[src/rtl/sipo_rx_if.sv]
// rtl/sipo_rx_if.sv - serial line and aligned-word signal bundle for sipo_rx
interface sipo_rx_if #(
   parameter int W = 10
) ();
   logic         din;
   logic         rx_en;
   logic         relock;
   logic [W-1:0] dout;
   logic         dout_valid;
   logic         locked;
   logic         comma_det;

   // Line side: drives serial bits and control, observes aligned words
   modport master (
      output din, rx_en, relock,
      input  dout, dout_valid, locked, comma_det
   );

   // Deserializer side
   modport slave (
      input  din, rx_en, relock,
      output dout, dout_valid, locked, comma_det
   );
endinterface

[src/rtl/sipo_rx.sv]
// rtl/sipo_rx.sv - comma-aligned 10-bit LSB-first deserializer; optional SIPO_REALIGN_EN enables in-lock realignment
module sipo_rx #(
   parameter int           W       = 10,
   parameter logic [W-1:0] COMMA_N = 10'b1100000101,
   parameter logic [W-1:0] COMMA_P = 10'b0011111010
) (
   input logic       i_clk,
   input logic       i_reset,   // asynchronous, active-low
   sipo_rx_if.slave  bus
);
   typedef enum logic {HUNT, LOCKED} state_t;

   state_t       r_state;
   logic [W-1:0] r_shift_reg;
   logic [W-1:0] r_bit_cnt;
   logic [W-1:0] r_dout;
   logic         r_dout_valid;
   logic         r_comma_det;

   state_t       w_state_nxt;
   logic [W-1:0] w_shift_nxt;
   logic [W-1:0] w_bit_cnt_nxt;
   logic [W-1:0] w_dout_nxt;
   logic         w_dout_valid_nxt;
   logic         w_comma_det_nxt;

   logic [W-1:0] w_win;
   logic         w_is_comma;
   logic         w_last_bit;

   // Newest bit enters at the top so the first-received bit ends in bit 0
   assign w_win      = {bus.din, r_shift_reg[W-1:1]};
   assign w_is_comma = (w_win == COMMA_N) || (w_win == COMMA_P);
   assign w_last_bit = (r_bit_cnt == W'(W - 1));

   // Next-state and next-output decode; relock outranks every other event
   always_comb begin
      w_state_nxt      = r_state;
      w_shift_nxt      = r_shift_reg;
      w_bit_cnt_nxt    = r_bit_cnt;
      w_dout_nxt       = r_dout;
      w_dout_valid_nxt = 1'b0;
      w_comma_det_nxt  = 1'b0;

      if (bus.relock) begin
         w_state_nxt   = HUNT;
         w_shift_nxt   = '0;
         w_bit_cnt_nxt = '0;
      end else if (bus.rx_en) begin
         w_shift_nxt = w_win;
         case (r_state)
            HUNT: begin
               if (w_is_comma) begin
                  w_dout_nxt       = w_win;
                  w_dout_valid_nxt = 1'b1;
                  w_comma_det_nxt  = 1'b1;
                  w_bit_cnt_nxt    = '0;
                  w_state_nxt      = LOCKED;
               end
            end
            LOCKED: begin
               if (w_last_bit) begin
                  w_dout_nxt       = w_win;
                  w_dout_valid_nxt = 1'b1;
                  w_comma_det_nxt  = w_is_comma;
                  w_bit_cnt_nxt    = '0;
`ifdef SIPO_REALIGN_EN
               end else if (w_is_comma) begin
                  // Misaligned comma: drop the partial word and restart the boundary here
                  w_dout_nxt       = w_win;
                  w_dout_valid_nxt = 1'b1;
                  w_comma_det_nxt  = 1'b1;
                  w_bit_cnt_nxt    = '0;
`endif
               end else begin
                  w_bit_cnt_nxt = r_bit_cnt + W'(1);
               end
            end
            default: w_state_nxt = HUNT;
         endcase
      end
   end

   // State and datapath registers
   always_ff @(posedge i_clk or negedge i_reset) begin
      if (!i_reset) begin
         r_state      <= HUNT;
         r_shift_reg  <= '0;
         r_bit_cnt    <= '0;
         r_dout       <= '0;
         r_dout_valid <= 1'b0;
         r_comma_det  <= 1'b0;
      end else begin
         r_state      <= w_state_nxt;
         r_shift_reg  <= w_shift_nxt;
         r_bit_cnt    <= w_bit_cnt_nxt;
         r_dout       <= w_dout_nxt;
         r_dout_valid <= w_dout_valid_nxt;
         r_comma_det  <= w_comma_det_nxt;
      end
   end

   assign bus.dout       = r_dout;
   assign bus.dout_valid = r_dout_valid;
   assign bus.comma_det  = r_comma_det;
   assign bus.locked     = (r_state == LOCKED);
endmodule

[src/flat_wrapper.sv]
// flat-port wrapper written by rule: the top's interface ports become plain ports
module sipo_rx_flat 
#(
   parameter int           W       = 10,
   parameter logic [W-1:0] COMMA_N = 10'b1100000101,
   parameter logic [W-1:0] COMMA_P = 10'b0011111010
)
  (i_clk, i_reset, bus_din, bus_rx_en, bus_relock, bus_dout, bus_dout_valid, bus_locked, bus_comma_det);
  sipo_rx_if #(.W(W)) bus_i ();
  input logic i_clk;
  input logic i_reset;
  input wire logic [$bits(bus_i.din)-1:0] bus_din;
  input wire logic [$bits(bus_i.rx_en)-1:0] bus_rx_en;
  input wire logic [$bits(bus_i.relock)-1:0] bus_relock;
  output wire logic [$bits(bus_i.dout)-1:0] bus_dout;
  output wire logic [$bits(bus_i.dout_valid)-1:0] bus_dout_valid;
  output wire logic [$bits(bus_i.locked)-1:0] bus_locked;
  output wire logic [$bits(bus_i.comma_det)-1:0] bus_comma_det;
  assign bus_i.din = bus_din;
  assign bus_i.rx_en = bus_rx_en;
  assign bus_i.relock = bus_relock;
  assign bus_dout = bus_i.dout;
  assign bus_dout_valid = bus_i.dout_valid;
  assign bus_locked = bus_i.locked;
  assign bus_comma_det = bus_i.comma_det;
  sipo_rx #(.W(W), .COMMA_N(COMMA_N), .COMMA_P(COMMA_P)) u_core (.i_clk(i_clk), .i_reset(i_reset), .bus(bus_i));
endmodule
[config.mk]
export PLATFORM = sky130hd
export DESIGN_NAME = sipo_rx_flat
export DESIGN_NICKNAME = d
export VERILOG_FILES = /design/src/rtl/sipo_rx_if.sv /design/src/rtl/sipo_rx.sv /design/src/flat_wrapper.sv
export SDC_FILE = /design/constraint.sdc
export NUM_CORES = 1
export LEC_CHECK = 0
export BUFFER_PORTS_ARGS = -buffer_cell sky130_fd_sc_hd__buf_2
export CORE_MARGIN = 2
export CORE_UTILIZATION = 53
export CTS_BUF_LIST = sky130_fd_sc_hd__clkbuf_2
export CTS_CLUSTER_SIZE = 28
export DETAILED_ROUTE_END_ITERATION = 12
export PLACE_DENSITY = 0.82
export SLEW_MARGIN = 15
export SYNTH_ARGS = -nofsm -noshare
export SYNTH_HDL_FRONTEND = slang
export SYNTH_SLANG_ARGS = --single-unit
[constraint.sdc]
create_clock -name i_clk -period 1.9 [get_ports i_clk]
set_input_delay 0 -clock i_clk [delete_from_list [all_inputs] [get_ports i_clk]]
set_output_delay 0 -clock i_clk [all_outputs]
set_load 0.01 [all_outputs]
# After elaboration in Yosys (flattened, before gate mapping)

Cells that the tools add are included.

Bits in registers: 33
Input port bits: 5
Output and inout port bits: 13
Word-level logic and storage cells: 41

$add $sub $neg: 1
Equal/unequal tests: 6
Multiplexer cells: 22
Bitwise logic cells: 2
Reduce and logical (&&, ||, !) cells: 4

Operators with widths:

| kind                                           | number |
|---|---|
| 2-to-1 mux 10 bit                              | 8 |
| case mux 10 bit (2 select lines)               | 2 |
| adder 10 x 1 -> 10 bit, second input constant  | 1 |
| == test 10 bit, second input constant          | 1 |
| == test 10 x 4 -> 1 bit, second input constant | 1 |
| == test 10 x 8 -> 1 bit, second input constant | 1 |
| 2-to-1 mux 1 bit                               | 10 |
| case mux 1 bit (2 select lines)                | 2 |
| AND reduction 4 bit                            | 1 |
| != test 3 x 2 -> 1 bit, second input constant  | 1 |
| != test 2 x 1 -> 1 bit, second input constant  | 1 |
| != test 2 bit, second input constant           | 1 |
| NOT 1 bit                                      | 2 |
| AND reduction 2 bit                            | 1 |
| nonzero test 2 bit                             | 1 |
| logical OR 1 bit                               | 1 |

# Depth between registers and ports, before layout

Gate-level depths: netlist (run 1).

Depth in word-level cells: 6
Depth in mapped cells: 8
Depth with buffers taken out: 7

# Worst setup path after synthesis (run 1)

Ideal clock, no wire load.

Kind: reg2reg
Start point: reg u_core.r_shift_reg[7]
End point: reg u_core.r_dout[9], in the netlist u_core.bus.dout[9]
Setup time: 125 ps
Data arrival time: 1720 ps
Required time: 1775 ps
Path slack: 55 ps
Stages on the path, launching flop included: 7
Path buffers: 1
Period minus slack after synthesis: 1845 ps
Cell sequence: dfrtp_1 nor4_1 nand4_1 a21o_1 a21oi_2 buf_6 mux2_2

Longest elaborated chain between the ends: 4
Elaborated cells on any way between the ends: 5
Those cells by class: 3 x eq/ne; 2 x reduce/logical

RTL lines:

| what                                                             | RTL line      | text |
|---|---|---|
| start: declaration                                               | sipo_rx.sv:14 | `logic [W-1:0] r_shift_reg;` |
| start signal: assignment                                         | sipo_rx.sv:95 | `r_shift_reg <= w_shift_nxt;` |
| == test 10 bit / == test 10 x 8 -> 1 bit (equally long branches) | sipo_rx.sv:33 | `assign w_is_comma = (w_win == COMMA_N) \|\| (w_win == COMMA_P);` |
| logical OR 1 bit *                                               | sipo_rx.sv:33 |  |
| != test 2 x 1 -> 1 bit (no source line) *                        | -             |  |
| AND reduction 4 bit (no source line) *                           | -             |  |
| end signal: assignment                                           | sipo_rx.sv:97 | `r_dout <= w_dout_nxt;` |
| end: declaration                                                 | sipo_rx.sv:16 | `logic [W-1:0] r_dout;` |

Every way passes the cells marked *; elsewhere a longest branch is shown, timed or not.
A chain may end at the register's enable or synchronous reset.

# Final worst setup path (run 1)

Start point: reg u_core.r_shift_reg[4]
End point: reg u_core.r_dout[7], in the netlist u_core.bus.dout[7]

Same word-level chain as after synthesis.

==> results of run 1 <==
## power groups by stage
stage | logic (mW) | clock network (mW) | registers (mW)
5_1_grt | 0.0722 | 0.359 | 0.688
3_3_place_gp | 0.0568 | 0 | 0.699
3_5_place_dp | 0.0591 | 0 | 0.699
6_report | 0.0662 | 0.315 | 0.687
2_1_floorplan | 0.0238 | 0 | 0.701
4_1_cts | 0.0657 | 0.330 | 0.687
## worst min path at each step
stage                                 to  cells past startpoint
floorplan           u_core.bus.comma_det                      0
global placement     u_core.r_bit_cnt[7]                      1
detailed placement   u_core.r_bit_cnt[7]                      1
CTS                 u_core.bus.comma_det                      4
global route        u_core.bus.comma_det                      4
finish              u_core.bus.comma_det                      4
## metal layers
layer  vias to the layer above  track usage, %  wire (um)
li1                        568               -          -
met1                       579            25.1       1340
met2                        29            35.0       1570
met3                        10            6.35        147
met4                         0            11.6         82
met5                         -               0          0
## cell usage in the layout, fill, tap and decap left out, drive strengths merged
master / netlist / final
o21bai: 1 / 1
a21oi: 3 / 3
nor2b: 2 / 2
mux2i: 10 / 10
o21ai: 5 / 5
nor2: 15 / 15
dfrtp: 32 / 32
o22ai: 1 / 1
nor3: 2 / 2
nand2: 6 / 6
nand4: 3 / 3
a31oi: 2 / 2
nand2b: 1 / 1
a21o: 6 / 6
o221ai: 1 / 1
and4: 1 / 1
buf: 3 / 36
dlygate4sd3: 0 / 3
clkbuf: 2 / 7
nor4b: 1 / 1
nand3: 7 / 7
and3: 4 / 4
nor4: 2 / 2
or3: 1 / 1
and4bb: 1 / 1
nor3b: 4 / 4
inv: 2 / 2
nor4bb: 1 / 1
clkinv: 0 / 1
a221oi: 1 / 1
ha: 2 / 2
o211ai: 1 / 1
mux2: 10 / 10
## final cells by class
type | count | area share (%)
Inverter | 2 | 0.401
Clock inverter | 1 | 0.201
Tap cell | 31 | 2.07
Multi-Input combinational cell | 94 | 37.8
Clock buffer | 7 | 1.87
Sequential cell | 32 | 42.8
Timing Repair Buffer | 39 | 14.8
## worst min-delay path, cell delays in order
cell and delay (ns):
buf_2 0.13, nand4_1 0.10, buf_4 0.12, a221oi_1 0.08
## repair_timing
item                                   4_1_cts  5_1_grt
resized for setup                            8        4
setup buffers                                0        0
pin swaps                                    4        0
hold buffers                                 3        0
endpoints found under the hold margin       43        0
setup endpoints to repair                   10       12
gates cloned                                 0        0
## cell families after synthesis
logic type / after synthesis
AOI/OAI and AO/OA: 21
adders and majority gates: 2
buffers and inverters: 7
DFF: 32
muxes: 20
and+or+nand+nor: 51
==> results_dict.tcl, run 1 <==
set metrics [dict create \
    fp-row-count 19 \
    drv_cap 0 \
    tritoncts "yes" \
    synthTopCellsByCount "dfrtp_1, nor2_1, mux2i_1" \
    cp-startpoint "u_core.r_shift_reg[4]" \
    drv_slew 0 \
    overflow 0 \
    synth_ff_type "dfrtp_1" \
    r2r-end "u_core.bus.dout[7]" \
    start_util_pct 55.1 \
    stdcell_count 206 \
    die_height_um 57.1 \
    grt_max_degree 33 \
    numPortBuffers 17 \
    min_path_type "in -> reg" \
    synth_warnings 0 \
    p_sw_mw 0.260 \
    firstDrtPassIters 4 \
    wl_per_cell_um 15.3 \
    p_int_mw 0.808 \
    clockBufferDepth 2 \
    hp-start "bus_din" \
    p_comb_share_pct 6.2 \
    post-route-period-util_pct 101 \
    setup_tns_ns -0.0622 \
    cts.sinks 32 \
    viasPerCell 5.76 \
    num_antenna_cells 0 \
    nets 181 \
    worstPathRequired_ns 2.18 \
    ys_async_sr_fraction_pct 100 \
    holdWs_ns 0.103 \
    worstSetupEndpointType "flop" \
    crit_family "flip-flops" \
    ir_drop_mv 0.556 \
    yosys.area.top_type "dfrtp_1" \
    synth_fa_ha_area_share_pct 1.68 \
    violations "negative setup slack" \
    route.antenna.remaining_nets 0 \
    syn_area_um2 1490 \
    max_slew_margin_pct 53.8 \
    slowest_stage "dfrtp_1" \
    max_freq_mhz 521 \
    syn2layout_area_growth_pct 25.3 \
    rrSetupSlack_ns -0.02 \
    clock_latency_ns 0.37 \
    setup_slack_ns -0.0198 \
    clkPwrFrac_pct 29.5 \
    place_hpwl_mm 2.23 \
    fin_util_pct 69.1 \
    cts-root-buf "clkbuf_2" \
    synth_compound_area_share_pct 9.72 \
    ios 18 \
    drc 0 \
    grt_pass1_vias 1140 \
    dr_total_vias 1186 \
    setup_viol 4 \
    cp.depth 7 \
    syn_nets 140 \
    yosysMostFrequentCell "dfrtp_1" \
    first_iter_violations 36 \
    cp_cell_sequence "nor4_2 -> buf_4 -> nand4_1 -> a21o_1 -> a21oi_2 -> buf_6 -> mux2_2" \
    syn_avg_cell_area_um2 11.2 \
    wl_mm 3.15 \
    clkTransAtPathRegs_ns 0.15 \
    post_route_cells_drive_above_1_share_pct 33.7 \
    die_area_um2 3260 \
    synth_top_cells_by_area "dfrtp_1, mux2i_1, mux2_2" \
    max_stage_delay_ns 0.43 \
    path_buf_inv 2 \
    synthXorXnorAreaFrac_pct 0 \
    ys_seq_area_share_pct 53.6 \
    syn_inst 133 \
    coreArea_um2 2710 \
    cp-start-kind "flop" \
    synth.distinct_cells 35 \
    synthSimpleGateAreaFrac_pct 18.4 \
    worstReg2RegStart "u_core.r_shift_reg[4]" \
    power_density_nw_per_um2 571 \
    antenna_found_initial 0 \
    fin_crit_ns 1.92 \
    leakagePower_nw 0.978 \
    place_inst 195 \
    hold_violations 0 \
    grt.total_usage_pct 21.3 \
    regArea_um2 801 \
    clock_skew_ns 0.00948 \
    nFillCells 201 \
    swShare_pct 24.4 \
    cts_made_buffers 5 \
    cts_htree_levels 2 \
    outcome "complete, but fails checks" \
    ys_seq_elements 32 \
    multiInputGateArea_um2 708 \
    die_w_um 57.1 \
    synth_top_family_by_area "simple AND/OR/NAND/NOR gates" \
    place_area_um2 1750 \
    cp.arrival_ns 2.20 \
    gp_congestion 0.773 \
    total_power_mw 1.07 \
    worst-setup-path-type "reg -> reg" \
    synth_edf_count 0 \
    rsz0062_at_grt "true" \
    design_area_um2 1870 \
    dpl_worst_slack_ns -0.112 \
    ff2ff_path_depth 7 \
    tightestPinTransition_ns 0.694 \
    grt_pass1_wl_mm 5.18 \
    synth_top_area_share_pct 53.6 \
    cp-endpoint "u_core.bus.dout[7]" \
    pwr-share-seq_pct 64.3 \
    worstPathMaxFanout 5 \
    synth_mux_area_share_pct 14.2 \
]
(Power assumes the default switching activity.)
==> inputs of run 2 (changes only) <==
--- a/config.mk
+++ b/config.mk
@@ -5,9 +5,10 @@
 export SDC_FILE = /design/constraint.sdc
 export NUM_CORES = 1
 export LEC_CHECK = 0
+export ABC_AREA = 1
 export BUFFER_PORTS_ARGS = -buffer_cell sky130_fd_sc_hd__buf_2
 export CORE_MARGIN = 2
-export CORE_UTILIZATION = 53
+export CORE_UTILIZATION = 54
 export CTS_BUF_LIST = sky130_fd_sc_hd__clkbuf_2
 export CTS_CLUSTER_SIZE = 28
 export DETAILED_ROUTE_END_ITERATION = 12
==> run 2 against run 1 <==
Effect of this change: the run ends with design-rule violations left; sequential power is 2% higher; register-to-register slack better by 0.23 ns; combinational power is 2% higher; wire length is 4.5% higher; synthesized area is 8.5% higher; die area is 6.0% higher; clock-buffer cell count is 1 lower; non-clock buffer count is 16 lower; core utilization is 3.8 points lower; total power is 14% higher; critical path type unchanged; clock power is 45% higher; global-route usage is 0.28 points lower.
==> results_dict.tcl, run 2 <==
set metrics [dict create \
    outcome "complete, but fails checks" \
    violations "design-rule violations" \
    hp-start "bus_rx_en" \
    tritoncts "yes" \
    cts.sinks 32 \
    syn2layout_area_growth_pct 13.1 \
    clockBufferDepth 2 \
    cp.arrival_ns 1.95 \
    grt_pass1_vias 1183 \
    synth.distinct_cells 23 \
    synth_warnings 0 \
    dpl_worst_slack_ns 0.235 \
    wl_mm 3.29 \
    p_int_mw 0.939 \
    synth_edf_count 0 \
    overflow 0 \
    ff2ff_path_depth 7 \
    setup_slack_ns 0.215 \
    syn_area_um2 1620 \
    place_hpwl_mm 2.30 \
    fin_crit_ns 1.69 \
    synth_top_cells_by_area "dfrtp_1, nand2_1, nand3_1" \
    worstPathMaxFanout 11 \
    min_to "u_core.r_bit_cnt[9]" \
    clkTransAtPathRegs_ns 0.15 \
    die_area_um2 3450 \
    layout_commonest_cell "nand2_1" \
    min_path_type "in -> reg" \
    gp_congestion 0.885 \
    ios 18 \
    drv_slew 0 \
    max_freq_mhz 593 \
    syn_inst 201 \
    drc 5 \
    p_sw_mw 0.283 \
    power_density_nw_per_um2 667 \
    syn_avg_cell_area_um2 8.06 \
    yosysMostFrequentCell "nand2_1" \
    swShare_pct 23.2 \
    path_buf_inv 1 \
    holdWs_ns 0.0473 \
    clock_latency_ns 0.38 \
    place_area_um2 1740 \
    slowest_stage "dfrtp_1" \
    antenna_found_initial 0 \
    post_route_cells_drive_above_1_share_pct 16.3 \
    setup_tns_ns 0 \
    synthTopCellsByCount "nand2_1, dfrtp_1, nand3_1" \
    grt_pass1_wl_mm 5.42 \
    cts_made_buffers 5 \
    hold_violations 0 \
    r2r-end "u_core.bus.dout[3]" \
    min_path_cells 4 \
    rrSetupSlack_ns 0.21 \
    synth_top_area_share_pct 49.4 \
    worstSetupEndpointType "flop" \
    max_slew_margin_pct 54.6 \
    ir_drop_mv 0.448 \
    fin_util_pct 65.3 \
    design_area_um2 1830 \
    leakagePower_nw 0.952 \
    die_height_um 58.8 \
    clock_skew_ns 0.0177 \
    post-route-period-util_pct 88.7 \
    cts_htree_levels 2 \
    firstDrtPassIters 8 \
    viasPerCell 5.53 \
    cp_cell_sequence "inv_1 -> ha_1 -> nand3_1 -> o21ai_4 -> nand3_1 -> nand2_1 -> nand2_1" \
    worstPathRequired_ns 2.17 \
    grt_max_degree 33 \
    cts-root-buf "clkbuf_2" \
    first_iter_violations 77 \
    p_comb_share_pct 5.5 \
    numPortBuffers 17 \
    rsz0062_at_grt "false" \
    crit_family "simple AND/OR/NAND/NOR gates" \
    tightestPinTransition_ns 0.681 \
    coreArea_um2 2810 \
    worstReg2RegStart "u_core.r_bit_cnt[1]" \
    cp-start-kind "flop" \
    num_antenna_cells 0 \
    fp-row-count 19 \
    synth_ff_type "dfrtp_1" \
    nets 233 \
    route.antenna.remaining_nets 0 \
    die_w_um 58.8 \
    grt.total_usage_pct 21.0 \
    drv_cap 0 \
    ys_seq_elements 32 \
    max_stage_delay_ns 0.45 \
    ys_async_sr_fraction_pct 100 \
    layout_common_cells "nand2_1, dfrtp_1, nand3_1, inv_1, nor2_1" \
    syn_nets 208 \
    wl_per_cell_um 12.7 \
    pwr-share-seq_pct 57.1 \
    yosys.area.top_type "dfrtp_1" \
    ys_seq_area_share_pct 49.4 \
    setup_viol 0 \
    cts-resized-gates 0 \
    clkPwrFrac_pct 37.4 \
    dr_total_vias 1427 \
    start_util_pct 57.8 \
    worst-setup-path-type "reg -> reg" \
]
[run 2: cell types whose count changed after synthesis, sizes merged, moves of 5 or more]
cell	previous run	this run
a21o	6	0
inv	2	23
mux2	10	0
mux2i	10	0
nand2	6	56
nand3	7	28
nand4	3	13
nor2	15	20
o22ai	1	8
[run 2: worst max path at each step]
stage	start	endpoint	slack (ns)	depth (start not counted)
after detailed placement	u_core.r_bit_cnt[1]	u_core.bus.dout[6]	0.23	7
after global placement	u_core.r_shift_reg[8]	u_core.bus.dout[0]	0.35	8
after CTS	u_core.r_bit_cnt[1]	u_core.bus.dout[3]	0.20	7
after global routing	u_core.r_shift_reg[4]	u_core.bus.dout[1]	0.07	8
final	u_core.r_bit_cnt[1]	u_core.bus.dout[3]	0.21	7
after floorplan	u_core.r_bit_cnt[1]	u_core.bus.dout[1]	0.52	8
[run 2: kinds of logic (layout without fill, tap and decap cells)]
logic type | count (synthesis) | in the layout | synth area share, %
AO/OA/AOI/OAI | 14 | 14 | 5.79
XOR/XNOR | 3 | 3 | 1.62
adder cells (fa/ha/maj) | 2 | 2 | 1.54
buffers and inverters | 28 | 54 | 7.18
flip-flops | 32 | 32 | 49.4
AND/OR/NAND/NOR | 122 | 122 | 34.4
[run 2: what timing repair did]
action / 4_1_cts / 5_1_grt
hold buffers: 2 / 1
buffers inserted: 0 / 0
endpoints found under the hold margin: 34 / 4
[run 2: through the flow]
stage | std cells | power [mW]
4_1_cts | 257 | 1.23
5_1_grt | 258 | 1.27
2_1_floorplan | 201 | 0.739
3_3_place_gp | 247 | 0.773
3_5_place_dp | 247 | 0.774
6_report | 258 | 1.22
[run 2: power groups by stage]
stage / Sequential (mW) / Combinational [mW] / Clock, mW
after floorplan: 0.713 / 0.0263 / 0
after global routing: 0.699 / 0.0760 / 0.493
after global placement: 0.710 / 0.0627 / 0
final: 0.698 / 0.0673 / 0.456
after detailed placement: 0.710 / 0.0635 / 0
after CTS: 0.698 / 0.0666 / 0.464
[run 2: metal layers]
layer	up-vias	track usage, %	wire (um)
met2	55	28.3	1430
met1	651	31.6	1580
li1	715	-	-
met3	6	6.81	238
met5	-	0	0
met4	0	7.47	42
[run 2: layout make-up]
cell class	count	area, um^2
Sequential cell	32	801
Multi-Input combinational cell	141	703
Clock inverter	2	35.0
Timing Repair Buffer	23	138
Fill cell	253	973
Inverter	23	86.3
Clock buffer	6	30.0
Tap cell	31	38.8
[run 2: worst register-to-register path: cells and delay by family, from the launching register on]
family | cells | cell delay, ns
AO/OA/AOI/OAI | 1 | 0.24
flip-flops | 1 | 0.45
AND/OR/NAND/NOR | 4 | 0.70
adder cells (fa/ha/maj) | 1 | 0.13
buffers and inverters | 1 | 0.07
